===== config.mk =====
export PLATFORM = sky130hd
export DESIGN_NAME = if_stage
export DESIGN_NICKNAME = d
export VERILOG_FILES = /design/src/rtl/if_stage.sv
export SDC_FILE = /design/constraint.sdc
export NUM_CORES = 1
export LEC_CHECK = 0
export ABC_CLOCK_PERIOD_IN_PS = 2100
export CELL_PAD_IN_SITES_DETAIL_PLACEMENT = 0
export CELL_PAD_IN_SITES_GLOBAL_PLACEMENT = 1
export CORE_AREA = 2 2 104 106
export CTS_CLUSTER_SIZE = 10
export DETAILED_ROUTE_END_ITERATION = 8
export DIE_AREA = 0 0 106 108
export PLACE_DENSITY = 0.87
export SLEW_MARGIN = 30
export SYNTH_ARGS = -nofsm -noshare
export SYNTH_HDL_FRONTEND = slang
export SYNTH_SLANG_ARGS = --single-unit

===== constraint.sdc =====
create_clock -name clk -period 2.1 [get_ports clk]
set_clock_uncertainty 0.05 [all_clocks]
set_input_delay 0.315 -clock clk [delete_from_list [all_inputs] [get_ports clk]]
set_output_delay 0.315 -clock clk [all_outputs]
set_load 0.01 [all_outputs]

===== src/rtl/if_stage.sv =====
// Instruction fetch stage: drives the instruction memory handshake, tracks the PC and resolves jump/branch redirects.
// Latency: a fetched word is registered on the acknowledging edge, so one instruction per cycle with a zero-wait memory.
// Backpressure: Freeze parks the stage in HOLD with the request dropped, and memory wait states raise FetchStall.
module if_stage #(
    parameter logic [15:0] RESET_PC = 16'h0000
) (
    input  logic        clk,
    input  logic        rest,
    input  logic        Freeze,
    input  logic        Jump,
    input  logic        BrTaken,
    input  logic [15:0] JumpAddress,
    input  logic [15:0] BranchAddress,
    output logic        IMem_Req,
    output logic [15:0] IMem_Addr,
    input  logic        IMem_Ack,
    input  logic [15:0] IMem_Data,
    output logic [15:0] MemResult_Out,
    output logic [15:0] PCPlus2_Out,
    output logic        Instr_Valid,
    output logic        FetchStall,
    output logic        FlushOut
);

    typedef enum logic [1:0] {
        START = 2'd0,
        FETCH = 2'd1,
        HOLD  = 2'd2,
        DRAIN = 2'd3
    } state_t;

    state_t      state_q, state_d;
    logic [15:0] pc_q, pc_d;
    logic [15:0] pend_q, pend_d;
    logic [15:0] mem_q, mem_d;
    logic [15:0] pcp2_q, pcp2_d;
    logic        vld_q, vld_d;

    logic        redirect;
    logic [15:0] target_raw;
    logic [15:0] target;
    logic [15:0] pc_plus2;

    // A branch beats a simultaneous jump; targets are always halfword aligned.
    assign redirect   = Jump | BrTaken;
    assign target_raw = BrTaken ? BranchAddress : JumpAddress;
    assign target     = target_raw & 16'hFFFE;
    assign pc_plus2   = pc_q + 16'd2;

    // State, PC, pending redirect target and fetched-instruction registers.
    always_ff @(posedge clk or negedge rest) begin
        if (!rest) begin
            state_q <= START;
            pc_q    <= RESET_PC;
            pend_q  <= 16'h0000;
            mem_q   <= 16'h0000;
            pcp2_q  <= 16'h0000;
            vld_q   <= 1'b0;
        end else begin
            state_q <= state_d;
            pc_q    <= pc_d;
            pend_q  <= pend_d;
            mem_q   <= mem_d;
            pcp2_q  <= pcp2_d;
            vld_q   <= vld_d;
        end
    end

    // Next-state logic: redirects always win over Freeze; data acked under a redirect is dropped.
    always_comb begin
        state_d = state_q;
        pc_d    = pc_q;
        pend_d  = pend_q;
        mem_d   = mem_q;
        pcp2_d  = pcp2_q;
        vld_d   = vld_q;
        case (state_q)
            START: begin
                state_d = FETCH;
            end
            FETCH: begin
                if (redirect) begin
                    vld_d = 1'b0;
                    if (IMem_Ack) begin
                        pc_d = target;
                    end else begin
                        // The request in flight must complete before the PC can move.
                        pend_d  = target;
                        state_d = DRAIN;
                    end
                end else if (IMem_Ack) begin
                    mem_d  = IMem_Data;
                    pcp2_d = pc_plus2;
                    vld_d  = 1'b1;
                    if (Freeze) begin
                        state_d = HOLD;
                    end else begin
                        pc_d = pc_plus2;
                    end
                end else begin
                    vld_d = 1'b0;
                end
            end
            HOLD: begin
                if (redirect) begin
                    pc_d    = target;
                    vld_d   = 1'b0;
                    state_d = FETCH;
                end else if (!Freeze) begin
                    pc_d    = pc_plus2;
                    state_d = FETCH;
                end
            end
            DRAIN: begin
                vld_d = 1'b0;
                if (redirect) begin
                    pend_d = target;
                end
                if (IMem_Ack) begin
                    // A redirect arriving on the ack edge is the newest one and wins.
                    pc_d    = redirect ? target : pend_q;
                    state_d = FETCH;
                end
            end
            default: begin
                state_d = START;
            end
        endcase
    end

    // Memory handshake and IF/ID control outputs decode straight from the registers.
    always_comb begin
        IMem_Req      = (state_q == FETCH) || (state_q == DRAIN);
        IMem_Addr     = pc_q;
        FetchStall    = (state_q == FETCH) && !IMem_Ack;
        MemResult_Out = mem_q;
        PCPlus2_Out   = pcp2_q;
        Instr_Valid   = vld_q;
        FlushOut      = !vld_q;
    end

endmodule


==> results of run 1 <==
## per-layer routing
layer	vias to the layer above	wire length, um	GRT usage (%)
met3	9	481	3.38
li1	1537	-	-
met5	-	0	0
met4	0	109	5.17
met2	102	4080	25.8
met1	1524	4560	22.7
## area by class of cell
class / instances / area (um^2)
clock buffers: 11 / 141
multi-input cells: 264 / 1780
fillers: 918 / 5100
well taps: 136 / 170
inverters: 8 / 30.0
repair buffers: 132 / 1280
flip-flops and latches: 67 / 1680
clock inverters: 5 / 52.6
## worst min path at each step
| stage | startpoint | end | slack (ps) | cells past startpoint |
|---|---|---|---|---|
| final | PCPlus2_Out[13] | PCPlus2_Out[13] | 430 | 2 |
| after global placement | rest | PCPlus2_Out[6] | 320 | 2 |
| after CTS | PCPlus2_Out[13] | PCPlus2_Out[13] | 440 | 2 |
| after detailed placement | rest | PCPlus2_Out[6] | 320 | 2 |
| after floorplan | rest | IMem_Addr[0] | -30 | 0 |
| after global routing | PCPlus2_Out[13] | PCPlus2_Out[13] | 460 | 2 |
## cell families after synthesis
kind of cell               Yosys count
adders and majority gates            1
buffers and inverters               34
xor gates and xnor gates            13
muxes                               40
and+or+nand+nor                    109
DFF                                 67
AOI/OAI and AO/OA                  101
## what timing repair did
action                                 CTS  global route
hold buffers                             1             0
setup endpoints to repair                1             0
endpoints found under the hold margin   67             0
gates resized for setup                  2             0
setup buffers                            1             0
## per-stage QoR
step                utilization, %  TNS [ps]
floorplan                        -         0
global placement              48.1     -95.6
detailed placement            48.1      -218
CTS                           50.2         0
global route                  50.2         0
finish                        50.2         0
## report_power, final
part	switching (mW)	internal, mW	total [mW]
logic	0.658	0.854	1.51
registers	0.241	1.59	1.83
clock network	0.493	0.575	1.07
## flip-flops by register name, summed over array words and instances, names as in the netlist
| register | flops |
|---|---|
| Instr_Valid | 1 |
| MemResult_Out | 16 |
| state_q | 2 |
| pend_q | 16 |
| PCPlus2_Out | 16 |
| IMem_Addr | 16 |
## tightest hold or removal path: stages (launching register included)
cell and delay, ps:
dfrtp_1 350, nand2_1 50, o21ai_0 50
## cells in the final DEF (no fill, tap or decap), types with 4 or more instances in the layout
cell type,n
nand2_1,46
xnor2_1,6
o21ai_1,19
a31oi_1,6
nand3_1,5
nor2_1,26
mux2_2,9
a221oi_1,6
buf_4,25
mux2_1,13
o21ai_0,22
inv_1,7
clkdlybuf4s50_1,102
nor2b_1,4
mux2i_1,17
nand4_1,6
xor2_1,7
dfrtp_1,66
a21oi_1,25
clkbuf_8,10
==> impl_metrics.ini, run 1 <==
[route]
first_iter_violations = 196
num_vias = 3172
finalWirelength_um = 9230
routed_via_density = 5.09
firstDrtPassIters = 4
ant_nets = 0
wl_per_cell_um = 14.8
drc = 0

[floorplanning]
ios = 106
die-width_um = 106
die_h_um = 108
core-area_um2 = 10200
start_util_pct = 35.6
row_count = 37
dieArea_um2 = 11400

[sta]
timing.fmax_mhz = 491
setup_slack_ps = 61.5
setup_viol = 0
rsz0062_at_grt = false
whs_ps = 432
finalMaxSlewViolations = 0
slew_headroom_pct = 73.3
worstMarginPinSlew_ps = 400
finalCriticalPeriod_ps = 2040
hold_violations = 0
finalCritPeriodShare_pct = 97.1

[grt]
grt_max_degree = 68
grt-ovfl-total = 0
antenna_found_initial = 0
grt_pass1_vias = 3070
grt_pass1_wl_um = 15000
gr-usage-all-layers_pct = 16.4

[place]
place.gp.congestion = 0.784
post-place-ws_ps = -72.8
dp_hpwl_um = 7020
dp_cells = 605
numPortBuffers = 103
placed_area_um2 = 4920

[finish]
area_growth_pct = 40.9
drive_gt1_share_pct = 14.2
nNetsFinal = 537
finalInstanceArea_um2 = 5130
antenna_cells = 0
layout.cells.non_filler = 623

[worst_setup_path]
crit_cells = 3
crit_buf_inv = 1
crit_slowest_cell = clkdlybuf4s50_1
r2r_cells = 6
end_kind = output pin
critPathKind = reg2out
crit_family = buffers and inverters
crit_chain = and2b_2 > nor2b_1 > clkdlybuf4s50_1
crit_required_ps = 1740
start_kind = register
crit_path_start = state_q[1]
worst_r2r_endpoint = IMem_Addr[11]
r2r_start = IMem_Addr[2]
arrival_ps = 1670
rrSetupSlack_ps = 210
critical_path_peak_fanout = 3
slowest_delay_ps = 540
endpoint = FetchStall

[yosys]
synth-xor-area-share_pct = 3.13
async_reset_ff_share_pct = 100
synth-compound-area-share_pct = 17.8
avgSynthCellArea_um2 = 9.98
ys_ff_latch = 67
synth_edf_count = 0
yosysTopAreaCell = dfrtp_1
synth_ff_type = dfrtp_1
synth_top_area_share_pct = 46.0
mappedNetlistNets = 420
synth-simple-area-share_pct = 15.2
seq_area_frac_synth_pct = 46.0
synth_cell_type_count = 56
yosysMostFrequentCell = dfrtp_1
synthTopCellsByArea = dfrtp_1, nand2_1, mux2i_1, mux2_1, a21oi_1
synth_common_cells = dfrtp_1, nand2_1, a21oi_1, nor2_1, o21ai_0
syn_inst = 365
ys_warn_count = 0
synth-adder-area-share_pct = 0.344
netlist_area_um2 = 3640
muxShareOfSynthArea_pct = 12.1
synth_top_family_by_area = compound AO/OA/AOI/OAI gates

[cts]
cts_tree = built
clock_path_buffers = 2
cts.clk_slew.worst_paths_ps = 70
cts_max_level = 3
clock_latency_ps = 340
cts.sinks = 67
cts_buffers = 9
root_buffer = clkbuf_8

[power]
ir_drop_v = 0.000443
leakage_nw = 2.13
finalPower_mw = 4.41
powerDensity_nw_per_um2 = 859

[outcome]
status = finished, final reports clean

[min_path]
hold_path_class = reg2reg

[job]
max_cap_violations = 0
(Power assumes the default switching activity.)
==> run 2: changes to the inputs <==
--- a/config.mk
+++ b/config.mk
@@ -7,3 +7,3 @@
 export LEC_CHECK = 0
-export ABC_CLOCK_PERIOD_IN_PS = 2100
+export ABC_CLOCK_PERIOD_IN_PS = 2150
 export CELL_PAD_IN_SITES_DETAIL_PLACEMENT = 0
@@ -14,2 +14,3 @@
 export DIE_AREA = 0 0 106 108
+export HOLD_SLACK_MARGIN = 0.12
 export PLACE_DENSITY = 0.87
==> constraint.sdc (replaced) <==
create_clock -name clk -period 2.15 [get_ports clk]
set_clock_uncertainty 0.05 [all_clocks]
set_input_delay 0.3225 -clock clk [delete_from_list [all_inputs] [get_ports clk]]
set_output_delay 0.3225 -clock clk [all_outputs]
set_load 0.005 [all_outputs]
==> run 2 against run 1 <==
  * Core utilization is 0.33 points higher
  * Sequential power decreased by 2%
  * Critical path depth unchanged
  * Total power decreased by 1.8%
  * Largest power group unchanged
  * Combinational power is 9% lower
  * Non-clock buffer count increased by 3
  * Flip-flop and latch count is the same
  * Cell count rose by 0.48%
  * Sequential share of layout area shrank 0.21 points
  * Critical endpoint unchanged
  * Routed wire length grew 1.6%
  * Hold slack improved by 1.9 ps
  * Via count increased by 0.19%
==> impl_metrics.ini, run 2 (synthesized netlist as in run 1, its figures left out) <==
[outcome]
status = finished, final reports clean

[power]
leakage_nw = 2.15
powerDensity_nw_per_um2 = 839
ir_drop_v = 0.000360

[cts]
cts.sinks = 67
clock_latency_ps = 350
cts_buffers = 9
root_buffer = clkbuf_8
cts.clk_slew.worst_paths_ps = 70
cts_max_level = 3
cts_tree = built
clock_path_buffers = 2

[grt]
grt-ovfl-total = 0
antenna_found_initial = 0
grt_pass1_vias = 2994
grt_pass1_wl_um = 15100
gr-usage-all-layers_pct = 16.7
grt_max_degree = 68

[finish]
final_cell_mix = clkdlybuf4s50_1, dfrtp_1, nand2_1
nNetsFinal = 540
final_core_util_pct = 50.5
final_common_cell = clkdlybuf4s50_1
layout.cells.non_filler = 626
drive_gt1_share_pct = 14.7
area_growth_pct = 41.8
antenna_cells = 0

[floorplanning]
row_count = 37
core-area_um2 = 10200
dieArea_um2 = 11400
die_h_um = 108
ios = 106
die-width_um = 106
start_util_pct = 35.6

[route]
num_vias = 3178
routed_via_density = 5.08
drc = 0
firstDrtPassIters = 4
first_iter_violations = 183
wl_per_cell_um = 15.0
ant_nets = 0
finalWirelength_um = 9380

[worst_setup_path]
slowest_delay_ps = 510
start_kind = register
arrival_ps = 1700
critPathKind = reg2out
crit_family = buffers and inverters
crit_path_start = state_q[1]
crit_slowest_cell = clkdlybuf4s50_1
crit_buf_inv = 1
r2r_start = state_q[1]
end_kind = output pin
critical_path_peak_fanout = 5
crit_chain = and2b_2 > nor2b_1 > clkdlybuf4s50_1
crit_required_ps = 1780

[sta]
worstMarginPinSlew_ps = 425
timing.fmax_mhz = 482
fin_setup_tns_ps = 0
rsz0062_at_grt = false
hold_violations = 0
finalMaxSlewViolations = 0
slew_headroom_pct = 71.6
setup_viol = 0
finalCritPeriodShare_pct = 96.6
finalCriticalPeriod_ps = 2080

[place]
dp_hpwl_um = 7190
place.gp.congestion = 0.811
numPortBuffers = 103
dp_cells = 607

[min_path]
min_from = PCPlus2_Out[3]
hold_path_class = reg2reg

[job]
max_cap_violations = 0
run 2: cell count changes in the layout (fill, tap and decap cells not counted), sizes merged:
cell    before  now
buf         29   32
bufinv       1    2
clkbuf      11   10
run 2: layout make-up:
cell class              count  area [um^2]
repair buffers            135         1290
inverters                   8         30.0
fillers                   917         5070
well taps                 136          170
clock inverters             6         90.1
multi-input cells         264         1780
clock buffers              10          128
flip-flops and latches     67         1680
run 2: tightest hold or removal path, stage by stage, from the launching register on:
cell and delay (ps):
dfrtp_1 350, nand2_1 40, o21ai_0 60
run 2: per-layer routing:
layer / part of all wire, % / global-route usage [%]
met5: 0 / 0
met4: 1.2 / 5.55
met3: 6.5 / 3.74
met2: 45 / 26.6
met1: 47 / 22.7
run 2: repair_timing:
action / 4_1_cts / 5_1_grt
setup endpoints to repair: 1 / 1
endpoints found under the hold margin: 67 / 0
gates resized for setup: 2 / 0
setup buffers: 0 / 2
hold buffers: 1 / 0
run 2: worst paths after layout:
check,slack [ps],cells past startpoint,to
max,70,3,FetchStall
min,430,2,PCPlus2_Out[3]
max reg2reg,260,7,IMem_Addr[12]
min reg2reg,430,2,PCPlus2_Out[3]
max in group asynchronous,1270,3,state_q[1]
min in group asynchronous,460,3,MemResult_Out[14]
run 2: through the flow:
step	hold WS [ps]	cell area (um^2)	setup WS (ps)	total power, mW
4_1_cts	442	5150	23.2	4.36
3_3_place_gp	322	4920	-19.0	3.14
2_1_floorplan	-23.1	3640	504	2.36
6_report	434	5160	73.8	4.33
3_5_place_dp	323	4920	-28.0	3.20
5_1_grt	464	5160	12.9	4.59
run 2: power by group:
group | total [mW] | internal (mW) | switching, mW
Sequential | 1.79 | 1.55 | 0.241
Combinational | 1.38 | 0.833 | 0.544
Clock | 1.16 | 0.655 | 0.508
Total | 4.33 | 3.04 | 1.29
